===== src/rtl/im_loader_pkg.sv =====
// Shared constants and state encoding for the instruction-memory loader.
package im_loader_pkg;

  localparam int unsigned ADDR_W  = 8;
  localparam int unsigned INSTR_W = 13;
  // Opcode field width; it is also the number of payload bits in the high byte.
  localparam int unsigned OPC_W   = INSTR_W - 8;
  localparam logic [7:0]  MAGIC   = 8'hA5;

  typedef enum logic [2:0] {
    StIdle,
    StSync,
    StCount,
    StHi,
    StLo,
    StWrite,
    StDone,
    StErr
  } ld_state_e;

endpackage


===== src/rtl/im_loader_if.sv =====
// Byte-stream, instruction-memory write port and CPU control signals of the loader.
interface im_loader_if;

  logic                                   start;
  logic                                   byte_valid;
  logic [7:0]                             byte_data;
  logic                                   byte_ready;
  logic                                   im_we;
  logic [im_loader_pkg::ADDR_W-1:0]       im_addr;
  logic [im_loader_pkg::INSTR_W-1:0]      im_wdata;
  logic                                   cpu_hold;
  logic                                   done;
  logic                                   err;

  // The loader itself: consumes the stream, drives the memory and the CPU hold.
  modport master (
    input  start, byte_valid, byte_data,
    output byte_ready, im_we, im_addr, im_wdata, cpu_hold, done, err
  );

  // The surrounding system: byte source, instruction memory and CPU core.
  modport slave (
    output start, byte_valid, byte_data,
    input  byte_ready, im_we, im_addr, im_wdata, cpu_hold, done, err
  );

endinterface


===== src/rtl/im_loader.sv =====
// Loads a counted, sync-prefixed byte stream into instruction memory as 13-bit words
// while holding the CPU stalled.
module im_loader
  import im_loader_pkg::*;
(
  input  logic        clk,
  input  logic        rst_n,
  im_loader_if.master bus
);

  ld_state_e           state_q;
  logic                im_we_q;
  logic [ADDR_W-1:0]   addr_q;
  logic [INSTR_W-1:0]  wdata_q;
  logic                hold_q;
  logic                done_q;
  logic                err_q;
  // One bit wider than the address so that a count byte of 0 can mean 2^ADDR_W words.
  logic [ADDR_W:0]     rem_q;

  logic                byte_ready;
  logic                xfer;

  // Ready is decoded straight from the state so WRITE/DONE/ERR never accept a byte.
  always_comb begin
    byte_ready = 1'b0;
    unique case (state_q)
      StSync, StCount, StHi, StLo: byte_ready = 1'b1;
      default:                     byte_ready = 1'b0;
    endcase
  end

  assign xfer = bus.byte_valid & byte_ready;

  // Loader FSM with all outputs registered alongside the state.
  always_ff @(posedge clk or negedge rst_n) begin
    if (!rst_n) begin
      state_q <= StIdle;
      im_we_q <= 1'b0;
      addr_q  <= '0;
      wdata_q <= '0;
      hold_q  <= 1'b0;
      done_q  <= 1'b0;
      err_q   <= 1'b0;
      rem_q   <= '0;
    end else begin
      case (state_q)
        StIdle: begin
          if (bus.start) begin
            state_q <= StSync;
            hold_q  <= 1'b1;
            err_q   <= 1'b0;
          end
        end
        StSync: begin
          if (xfer) begin
            if (bus.byte_data == MAGIC) begin
              state_q <= StCount;
            end else begin
              state_q <= StErr;
              err_q   <= 1'b1;
            end
          end
        end
        StCount: begin
          if (xfer) begin
            if (bus.byte_data == 8'h00) begin
              rem_q <= {1'b1, {ADDR_W{1'b0}}};
            end else begin
              rem_q <= {1'b0, bus.byte_data};
            end
            addr_q  <= '0;
            state_q <= StHi;
          end
        end
        StHi: begin
          if (xfer) begin
            // Bits above the instruction width must be zero, otherwise the stream is corrupt.
            if (bus.byte_data[7:OPC_W] != '0) begin
              state_q <= StErr;
              err_q   <= 1'b1;
            end else begin
              wdata_q[INSTR_W-1:8] <= bus.byte_data[OPC_W-1:0];
              state_q              <= StLo;
            end
          end
        end
        StLo: begin
          if (xfer) begin
            wdata_q[7:0] <= bus.byte_data;
            im_we_q      <= 1'b1;
            state_q      <= StWrite;
          end
        end
        StWrite: begin
          im_we_q <= 1'b0;
          if (rem_q == {{ADDR_W{1'b0}}, 1'b1}) begin
            done_q  <= 1'b1;
            state_q <= StDone;
          end else begin
            rem_q   <= rem_q - (ADDR_W + 1)'(1);
            addr_q  <= addr_q + ADDR_W'(1);
            state_q <= StHi;
          end
        end
        StDone: begin
          done_q  <= 1'b0;
          hold_q  <= 1'b0;
          state_q <= StIdle;
        end
        StErr: begin
          if (bus.start) begin
            err_q   <= 1'b0;
            state_q <= StSync;
          end
        end
        default: state_q <= StIdle;
      endcase
    end
  end

  assign bus.byte_ready = byte_ready;
  assign bus.im_we      = im_we_q;
  assign bus.im_addr    = addr_q;
  assign bus.im_wdata   = wdata_q;
  assign bus.cpu_hold   = hold_q;
  assign bus.done       = done_q;
  assign bus.err        = err_q;

endmodule


===== src/flat_wrapper.sv =====
// flat-port wrapper written by rule: the top's interface ports become plain ports
module im_loader_flat import im_loader_pkg::*;
  (clk, rst_n, bus_start, bus_byte_valid, bus_byte_data, bus_byte_ready, bus_im_we, bus_im_addr, bus_im_wdata, bus_cpu_hold, bus_done, bus_err);
  im_loader_if bus_i ();
  input  logic clk;
  input  logic rst_n;
  input wire logic [$bits(bus_i.start)-1:0] bus_start;
  input wire logic [$bits(bus_i.byte_valid)-1:0] bus_byte_valid;
  input wire logic [$bits(bus_i.byte_data)-1:0] bus_byte_data;
  output wire logic [$bits(bus_i.byte_ready)-1:0] bus_byte_ready;
  output wire logic [$bits(bus_i.im_we)-1:0] bus_im_we;
  output wire logic [$bits(bus_i.im_addr)-1:0] bus_im_addr;
  output wire logic [$bits(bus_i.im_wdata)-1:0] bus_im_wdata;
  output wire logic [$bits(bus_i.cpu_hold)-1:0] bus_cpu_hold;
  output wire logic [$bits(bus_i.done)-1:0] bus_done;
  output wire logic [$bits(bus_i.err)-1:0] bus_err;
  assign bus_i.start = bus_start;
  assign bus_i.byte_valid = bus_byte_valid;
  assign bus_i.byte_data = bus_byte_data;
  assign bus_byte_ready = bus_i.byte_ready;
  assign bus_im_we = bus_i.im_we;
  assign bus_im_addr = bus_i.im_addr;
  assign bus_im_wdata = bus_i.im_wdata;
  assign bus_cpu_hold = bus_i.cpu_hold;
  assign bus_done = bus_i.done;
  assign bus_err = bus_i.err;
  im_loader u_core (.clk(clk), .rst_n(rst_n), .bus(bus_i));
endmodule

===== config.mk =====
export PLATFORM = sky130hd
export DESIGN_NAME = im_loader_flat
export DESIGN_NICKNAME = d
export VERILOG_FILES = /design/src/rtl/im_loader_pkg.sv /design/src/rtl/im_loader_if.sv /design/src/rtl/im_loader.sv /design/src/flat_wrapper.sv
export SDC_FILE = /design/constraint.sdc
export NUM_CORES = 1
export LEC_CHECK = 0
export CORE_MARGIN = 8
export CORE_UTILIZATION = 25
export DETAILED_ROUTE_END_ITERATION = 10
export MAX_ROUTING_LAYER = met4
export PLACE_DENSITY = 0.53
export RECOVER_POWER = 50
export SYNTH_ARGS = -nofsm -noshare
export SYNTH_HDL_FRONTEND = slang
export SYNTH_SLANG_ARGS = --single-unit

===== constraint.sdc =====
create_clock -name clk -period 2 [get_ports clk]
set_input_delay 0.4 -clock clk [delete_from_list [all_inputs] [get_ports clk]]
set_output_delay 0.4 -clock clk [all_outputs]
set_load 0.05 [all_outputs]

## Word-level counts from Yosys, hierarchy flattened

Cells that the tools add are included.
W data, S select, Z words.

- Input port bits: 12
- Word-level logic and storage cells: 79
- Flip-flop bits (word level): 37
- Output and inout bits: 26

- Reductions and logical operators: 18
- Bitwise logic cells: 2
- Mux-type cells: 29
- Eq/ne operators: 19
- $add $sub $neg: 2

Operator list:

| cell | number |
|---|---|
| $mux W9 | 3 |
| $mux W3 | 7 |
| $pmux W3 S7 | 1 |
| $pmux W9 S2 | 1 |
| $mux W8 | 2 |
| $pmux W8 S2 | 1 |
| $ne A2 B1 Y1 const B | 7 |
| $eq A3 B3 Y1 const B | 4 |
| $eq A9 B1 Y1 const B | 1 |
| $mux W1 | 9 |
| $sub A9 B1 Y9 const B | 1 |
| $add A8 B1 Y8 const B | 1 |
| $eq A8 B8 Y1 const B | 1 |
| $logic_not A8 Y1 | 1 |
| $reduce_and A2 Y1 | 4 |
| $reduce_bool A2 Y1 | 4 |
| $eq A3 B2 Y1 const B | 2 |
| $ne A2 B2 Y1 const B | 3 |
| $pmux W1 S2 | 3 |
| $reduce_and A3 Y1 | 2 |
| $reduce_and A6 Y1 | 1 |
| $reduce_bool A3 Y1 | 2 |
| $reduce_and A5 Y1 | 1 |
| $reduce_or A4 Y1 | 1 |
| 7 further kinds | 7 |

## Logic depth before layout (Yosys ltp)

Gate-level depths: netlist of the first run.

- Word-level depth: 6
- Depth in mapped cells: 7
- Mapped depth without buffers: 6

## Worst setup path before layout of the first run

Ideal clock, no wire load.

- Kind: flip-flop to output port
- From: register u_core.state_q[2]
- To: output port bus_byte_ready
- Buffers on the path: 2
- Slack: 110 ps
- Arrival: 1490 ps
- Required time: 1600 ps
- Cell stages (with the launch flop): 4
- Path through: dfrtp_1 buf_2 buf_2 xnor2_1

- Cells in the longest elaborated chain, start to end: 3
- Elaborated cells on any way between the ends: 6
- Classes of those cells: 4 x eq/ne; 1 x mux; 1 x reduce/logical

Ends and longest elaborated chain:

| what | RTL line | text |
|---|---|---|
| start: declaration | im_loader.sv:11 | `ld_state_e state_q;` |
| start signal: assignment | im_loader.sv:38 | `state_q <= StIdle;` |
| start signal: assignment | im_loader.sv:50 | `state_q <= StSync;` |
| start signal: assignment | im_loader.sv:58 | `state_q <= StCount;` |
| $eq A3 B1 Y1 (tied with other cells) | im_loader.sv:27 | `unique case (state_q)` |
| $reduce_or A4 Y1 * | im_loader.sv:27 |  |
| $mux W1 * | im_loader.sv:27 |  |
| end: declaration | flat_wrapper.sv:10 | `output wire logic [$bits(bus_i.byte_ready)-1:0] bus_byte_ready;` |

Mark *: on every way between the ends. The rest lies on a longest branch, timed or not.

## Worst setup path after layout of the first run

- From: register u_core.rem_q[1]
- To: register u_core.rem_q[1]

- Cells in the longest elaborated chain, start to end: 3
- Elaborated cells on any way between the ends: 6
- Classes of those cells: 1 x add/sub; 2 x eq/ne; 2 x mux; 1 x reduce/logical

Ends and longest elaborated chain:

| what | RTL line | text |
|---|---|---|
| start: declaration | im_loader.sv:19 | `logic [ADDR_W:0] rem_q;` |
| start signal: assignment | im_loader.sv:68 | `rem_q <= {1'b1, {ADDR_W{1'b0}}};` |
| start signal: assignment | im_loader.sv:70 | `rem_q <= {1'b0, bus.byte_data};` |
| start signal: assignment | im_loader.sv:101 | `rem_q <= rem_q - (ADDR_W + 1)'(1);` |
| $sub A9 B1 Y9 / $eq A9 B1 Y1 (equally long branches) | im_loader.sv:101, im_loader.sv:97 |  |
| $mux W9 / $ne A2 B2 Y1 (equally long branches) | -- |  |
| $pmux W9 S2 / $reduce_and A3 Y1 (equally long branches) | -- |  |

Several ways; a longest one is shown, not always the timed one. The select of a mux whose other input is x is not followed.
A chain may end at the register's enable or synchronous reset.

==> metrics.txt, run 1 <==
Tmin final 1.94 ns; CP Max Fanout 5; CP startpoint u_core.rem_q[1]$_DFFE_PN0P_; Tcrit/Tclk final 96.9%; critical path class reg -> reg; Worst Path Buf+Inv 2; synth top area cells dfrtp_1 46%, mux2_2 7.2%, a21oi_1 3.7%; syn nets 216; Placer Congestion 0.828; yosys warns 0; cell count after synthesis 201; WP data arrival 2.12 ns; row count 33; Min-Delay Path Class in -> async; Critical Path, Cell by Cell inv_2 > ha_1 > or4b_4 > o21ai_4 > buf_12 > nand2_4 > mux2_4; largest net degree at the start of global routing 38; boundary pin count 38; Clock Skew 0.00621 ns; Req. time, crit path 2.18 ns; largest area contributor in the netlist dfrtp_1; Synth Flop Type dfrtp_1; PD cells 1750 nW/um2; Place WS -0.133 ns; H-tree levels 2; CTS buffer count 5; I/O Buffers 37; Rel. slew slack 34.9%; FF/Latch Area 927 um2; die extent in x 106 um; synthesis-stage register bit count 37; vias 1868; Total GRT Usage 10.6%; Clock Tree Buf Depth 2; NumNets Final 286; Yosys top cell area share 45.7%; Worst path slowest cell or4b_4; vias per inst 4.95; CTS tree done; Final Max Slew Viols 0; Clock Tree Root clkbuf_8; Hold-fix buffers, CTS 0; number of synthesized flops with an enable pin 0; dpl hpwl 4260 um; setup ws final 0.0623 ns; Fin. Hold Viols 0; ys async rst share 100%; fill cell total of the finished layout 824; # setup viols final 0; worst vdd ir 0.000794 V; sequential share of the synthesized area 45.7%; DIE HEIGHT 106 um; outcome finished, final reports clean; Netlist Area Pre-Place 2020 um2; DRC 0; clk sinks 37; CP startpoint kind flop; total power 0.00495 W; Least-Margin Pin Slew 0.976 ns; first-pass GRT wire length 9630 um; Achievable Freq 516 MHz; layout cell share with drive strength beyond 1 25.4%; starting density of the core 25.1%; count of cell types in the netlist 55; area of the multi-input gates 1030 um2; syn_area_per_cell 10.1 um2; WL/cell 15.5 um; GRT overflow 0; drt total wl 5840 um; initial drt markers 71; Max Cap Violations 0; fin util 35.1%; number of global-route vias before repair 1922; Ant. Diodes 0; critical path capture point type flop; initial antenna violation count 0; cell leakage power 1.18 nW; DRT antenna net count 0; Die Area 11200 um2; RSZ-0062 raised after global routing false; Layout area overhead 39.6%; final hold slack 0.337 ns; Core Region 8050 um2; First-pass DRT Iterations 4; clk slew on worst S/H paths 0.08 ns; reg2reg start u_core.rem_q[1]$_DFFE_PN0P_; Worst path top cell family by delay simple AND/OR/NAND/NOR gates; Critical Path Max Stage Delay 0.52 ns; Clk Latency, worst-skew pair 0.29 ns
## synth_stat cells, types with 4 or more instances
| master | number |
|---|---|
| a21oi_1 | 15 |
| buf_2 | 4 |
| clkbuf_1 | 5 |
| dfrtp_1 | 37 |
| inv_1 | 6 |
| mux2_2 | 13 |
| nand2_1 | 9 |
| nand3_1 | 6 |
| nor2_1 | 14 |
| nor3_1 | 8 |
| nor4_1 | 5 |
| o21ai_0 | 13 |
| or3_1 | 6 |
## stage by stage
stage / setup TNS, ns / cells / cell area (um2)
after floorplan: 0 / 201 / 2020
after global placement: -0.714 / 367 / 2730
after detailed placement: -1.01 / 367 / 2730
after CTS: 0 / 375 / 2840
after global routing: 0 / 377 / 2830
final: 0 / 377 / 2830
## layout make-up
| type | count | area share, % |
|---|---|---|
| Multi-Input combinational cell | 147 | 36.3 |
| Tap cell | 105 | 4.65 |
| Sequential cell | 37 | 32.8 |
| Inverter | 6 | 0.797 |
| Clock inverter | 3 | 1.64 |
| Clock buffer | 5 | 2.43 |
| Timing Repair Buffer | 74 | 21.3 |
## per-layer routing
layer,vias up,track usage (%),wire [um]
met4,0,2.11,30
li1,903,-,-
met5,-,-,0
met1,923,13.9,2940
met2,38,16.0,2620
met3,4,3.09,247
## registers in the layout, summed over array words and instances (netlist names)
signal / flops
u_core.bus.cpu_hold: 1
u_core.bus.done: 1
u_core.bus.err: 1
u_core.bus.im_addr: 8
u_core.bus.im_wdata: 13
u_core.bus.im_we: 1
u_core.rem_q: 9
u_core.state_q: 3
## worst paths after layout
check	end	cells after the start	slack, ns
min in group clk	u_core.bus.im_addr[6]$_DFFE_PN0P_	1	0.51
worst max register to register	u_core.rem_q[1]$_DFFE_PN0P_	7	0.06
max in group asynchronous	u_core.rem_q[0]$_DFFE_PN0P_	2	1.00
worst max-delay path	u_core.rem_q[1]$_DFFE_PN0P_	7	0.06
worst min register to register	u_core.bus.im_addr[6]$_DFFE_PN0P_	1	0.51
worst min-delay path	u_core.bus.im_addr[7]$_DFFE_PN0P_	2	0.34
## what timing repair did
action,CTS,global route
gates resized for setup,0,5
setup buffers,0,2
setup endpoints to repair,0,6
## kinds of logic after synthesis
group,synth area share [%]
adder cells (fa/ha/maj),1.85
multiplexers,8.96
AO/OA/AOI/OAI,19.3
AND/OR/NAND/NOR,18.9
flip-flops,45.7
buffers and inverters,3.96
XOR/XNOR,1.30
## cells in the final DEF (no fill, tap or decap), types with 2 or more instances in the layout
cell type        Yosys  layout
nor4_1               5       5
and3_1               2       2
clkbuf_8             0       5
or4_1                2       2
mux2i_1              2       2
ha_1                 3       3
nor2_1              14      14
a41oi_1              2       2
o22ai_1              3       3
o211ai_1             2       2
buf_12               0       2
buf_4                1      33
a221o_1              2       2
nor3_1               8       8
dfrtp_1             37      36
o41ai_1              2       2
nor3b_1              2       2
a31oi_1              2       2
clkbuf_1             5      10
xnor2_1              2       2
o31ai_1              3       3
inv_1                6       5
o21ai_0             13      12
nand2_1              9       9
clkdlybuf4s50_1      0      25
o32ai_1              2       2
a21oi_1             15      15
or3_1                6       6
o22a_1               2       2
nand3_1              6       6
mux2_2              13      13
## where the power goes
part           switching [W]  total [W]  internal, W
clock network       0.000299   0.000673     0.000374
logic                0.00175    0.00288      0.00112
registers           0.000307    0.00140      0.00109
No activity file was read; power rests on OpenSTA's default activity.
==> run 2: changes to the inputs <==
Settings changed: PLACE_DENSITY 0.53 to default, PLACE_DENSITY_LB_ADDON from default to 0.3.
==> metrics.txt, run 2 (synthesis results as in run 1) <==
critical path capture point type flop (unchanged); commonest non-fill, non-tap cell in the layout dfrtp_1 (unchanged); CTS buffer count 5 (unchanged); Die Area 11200 um2 (unchanged); Least-Margin Pin Slew 0.985 ns (was 0.976 ns); # setup viols final 0 (unchanged); Critical Path Max Stage Delay 0.60 ns (was 0.52 ns); Placer Congestion 0.813 (was 0.828); Layout area overhead 37.3% (was 39.6%); Rel. slew slack 34.3% (was 34.9%); Final Max Slew Viols 0 (unchanged); Total GRT Usage 10.7% (was 10.6%); Worst path top cell family by delay buffers and inverters (was simple AND/OR/NAND/NOR gates); Post-CTS Setup Bufs 0 (unchanged); critical path class in -> reg (was reg -> reg); largest net degree at the start of global routing 38 (unchanged); Fin. Hold Viols 0 (unchanged); post-cts sizing count 0 (unchanged); WP data arrival 2.12 ns (about the same); Ant. Diodes 0 (unchanged); fill cell total of the finished layout 822 (was 824); outcome finished, final reports clean (unchanged); row count 33 (unchanged); Min-Delay Path Class in -> async (unchanged); vias 1858 (was 1868); Worst path slowest cell dlygate4sd3_1 (was or4b_4); Tmin final 1.94 ns (about the same); Largest register FFs 13 (unchanged); Req. time, crit path 2.18 ns (about the same); CP Max Fanout 5 (unchanged); PD cells 1750 nW/um2 (about the same); Setup TNS 0 ns (unchanged); Clock Skew 0.00798 ns (was 0.00621 ns); I/O Buffers 37 (unchanged); Clk Latency, worst-skew pair 0.29 ns (about the same); drt total wl 5770 um (was 5840 um); Max Cap Violations 0 (unchanged); DIE HEIGHT 106 um (unchanged); number of global-route vias before repair 1912 (was 1922); fin util 34.5% (was 35.1%); H-tree levels 2 (unchanged); initial drt markers 97 (was 71); Clock Tree Root clkbuf_8 (unchanged); boundary pin count 38 (unchanged); Tcrit/Tclk final 97.0% (was 96.9%); most frequent cells in the layout 37 x dfrtp_1, 26 x buf_4, 25 x clkdlybuf4s50_1, 15 x a21oi_1, 14 x nor2_1 (was 36 x dfrtp_1, 33 x buf_4, 25 x clkdlybuf4s50_1, 15 x a21oi_1, 14 x nor2_1); vias per inst 5.02 (was 4.95); RSZ-0062 raised after global routing false (unchanged); Hold-fix buffers, CTS 0 (unchanged); starting density of the core 25.1% (unchanged); Achievable Freq 515 MHz (was 516 MHz); NumNets Final 279 (was 286); First-pass DRT Iterations 4 (unchanged); clk sinks 37 (unchanged); CTS tree done (unchanged); Core Region 8050 um2 (unchanged); DRT antenna net count 0 (unchanged); CP startpoint kind input pin (was flop); clk slew on worst S/H paths 0.08 ns (about the same); DRC 0 (unchanged); WL/cell 15.6 um (was 15.5 um); worst vdd ir 0.000663 V (was 0.000794 V); GRT overflow 0 (unchanged); dpl hpwl 4230 um (was 4260 um); Critical Path, Cell by Cell dlygate4sd3_1 > or3_1 > nor3_2 > buf_4 > mux2_2 (was inv_2 > ha_1 > or4b_4 > o21ai_4 > buf_12 > nand2_4 > mux2_4); Worst Path Buf+Inv 2 (unchanged); cell leakage power 1.15 nW (was 1.18 nW); layout cell share with drive strength beyond 1 22.6% (was 25.4%); initial antenna violation count 0 (unchanged); first-pass GRT wire length 9570 um (was 9630 um); die extent in x 106 um (unchanged); Clock Tree Buf Depth 2 (unchanged)
[run 2: cell count changes in the layout (fill, tap and decap cells not counted), sizes merged]
cell	delta
clkinv	-1
buf	-7
clkbuf	+1
[run 2: report_power, final]
| part | leakage, nW | internal, W | switching [W] |
|---|---|---|---|
| registers | 0.448 | 0.00109 | 0.000302 |
| clock network | 0.0574 | 0.000406 | 0.000298 |
| logic | 0.649 | 0.00104 | 0.00173 |
[run 2: path summary, 6_finish.rpt]
check	from	end	slack, ns	cells after the start
min	rst_n	u_core.bus.im_addr[6]$_DFFE_PN0P_	0.34	2
max reg2reg	u_core.rem_q[1]$_DFFE_PN0P_	u_core.rem_q[1]$_DFFE_PN0P_	0.10	7
max	bus_byte_data[6]	u_core.bus.im_wdata[10]$_DFFE_PN0P_	0.06	5
max in group asynchronous	rst_n	u_core.state_q[2]$_DFFE_PN0P_	1.05	2
min in group clk	u_core.bus.im_addr[5]$_DFFE_PN0P_	u_core.bus.im_addr[5]$_DFFE_PN0P_	0.51	1
min reg2reg	u_core.bus.im_addr[5]$_DFFE_PN0P_	u_core.bus.im_addr[5]$_DFFE_PN0P_	0.51	1
[run 2: worst register-to-register path, cell delays in order (launching register included)]
cell	delay (ns)
dfrtp_1	0.39
inv_1	0.08
ha_1	0.14
or4b_4	0.52
o21ai_4	0.19
buf_12	0.13
nand2_4	0.05
mux2_4	0.30
[run 2: stage by stage]
step / hold WS [ns] / setup slack, ns / instance area, um2 / std cells / power [W]
2_1_floorplan: 0.104 / 0.110 / 2020 / 201 / 0.00326
3_5_place_dp: 0.490 / -0.135 / 2690 / 362 / 0.00426
6_report: 0.343 / 0.0593 / 2780 / 370 / 0.00487
4_1_cts: 0.178 / 0.0472 / 2810 / 370 / 0.00498
3_3_place_gp: 0.491 / -0.0619 / 2690 / 362 / 0.00424
5_1_grt: 0.430 / 0.0200 / 2780 / 370 / 0.00521
[run 2: area by class of cell]
cell class	instances	area (um2)	area share, %
multi-input combinational	147	1030	36.9
clock buffer	6	82.6	2.97
clock inverter	2	37.5	1.35
sequential	37	926	33.3
timing repair buffer	67	554	19.9
tap	105	131	4.73
inverter	6	22.5	0.810
[run 2: layer usage]
layer  vias to the layer above  global-route usage, %  routed length [um]
met1                       905                   13.9                2820
li1                        895                      -                   -
met5                         -                      -                   0
met3                         8                   2.72                 277
met4                         0                   3.22                  67
met2                        50                   15.9                2610
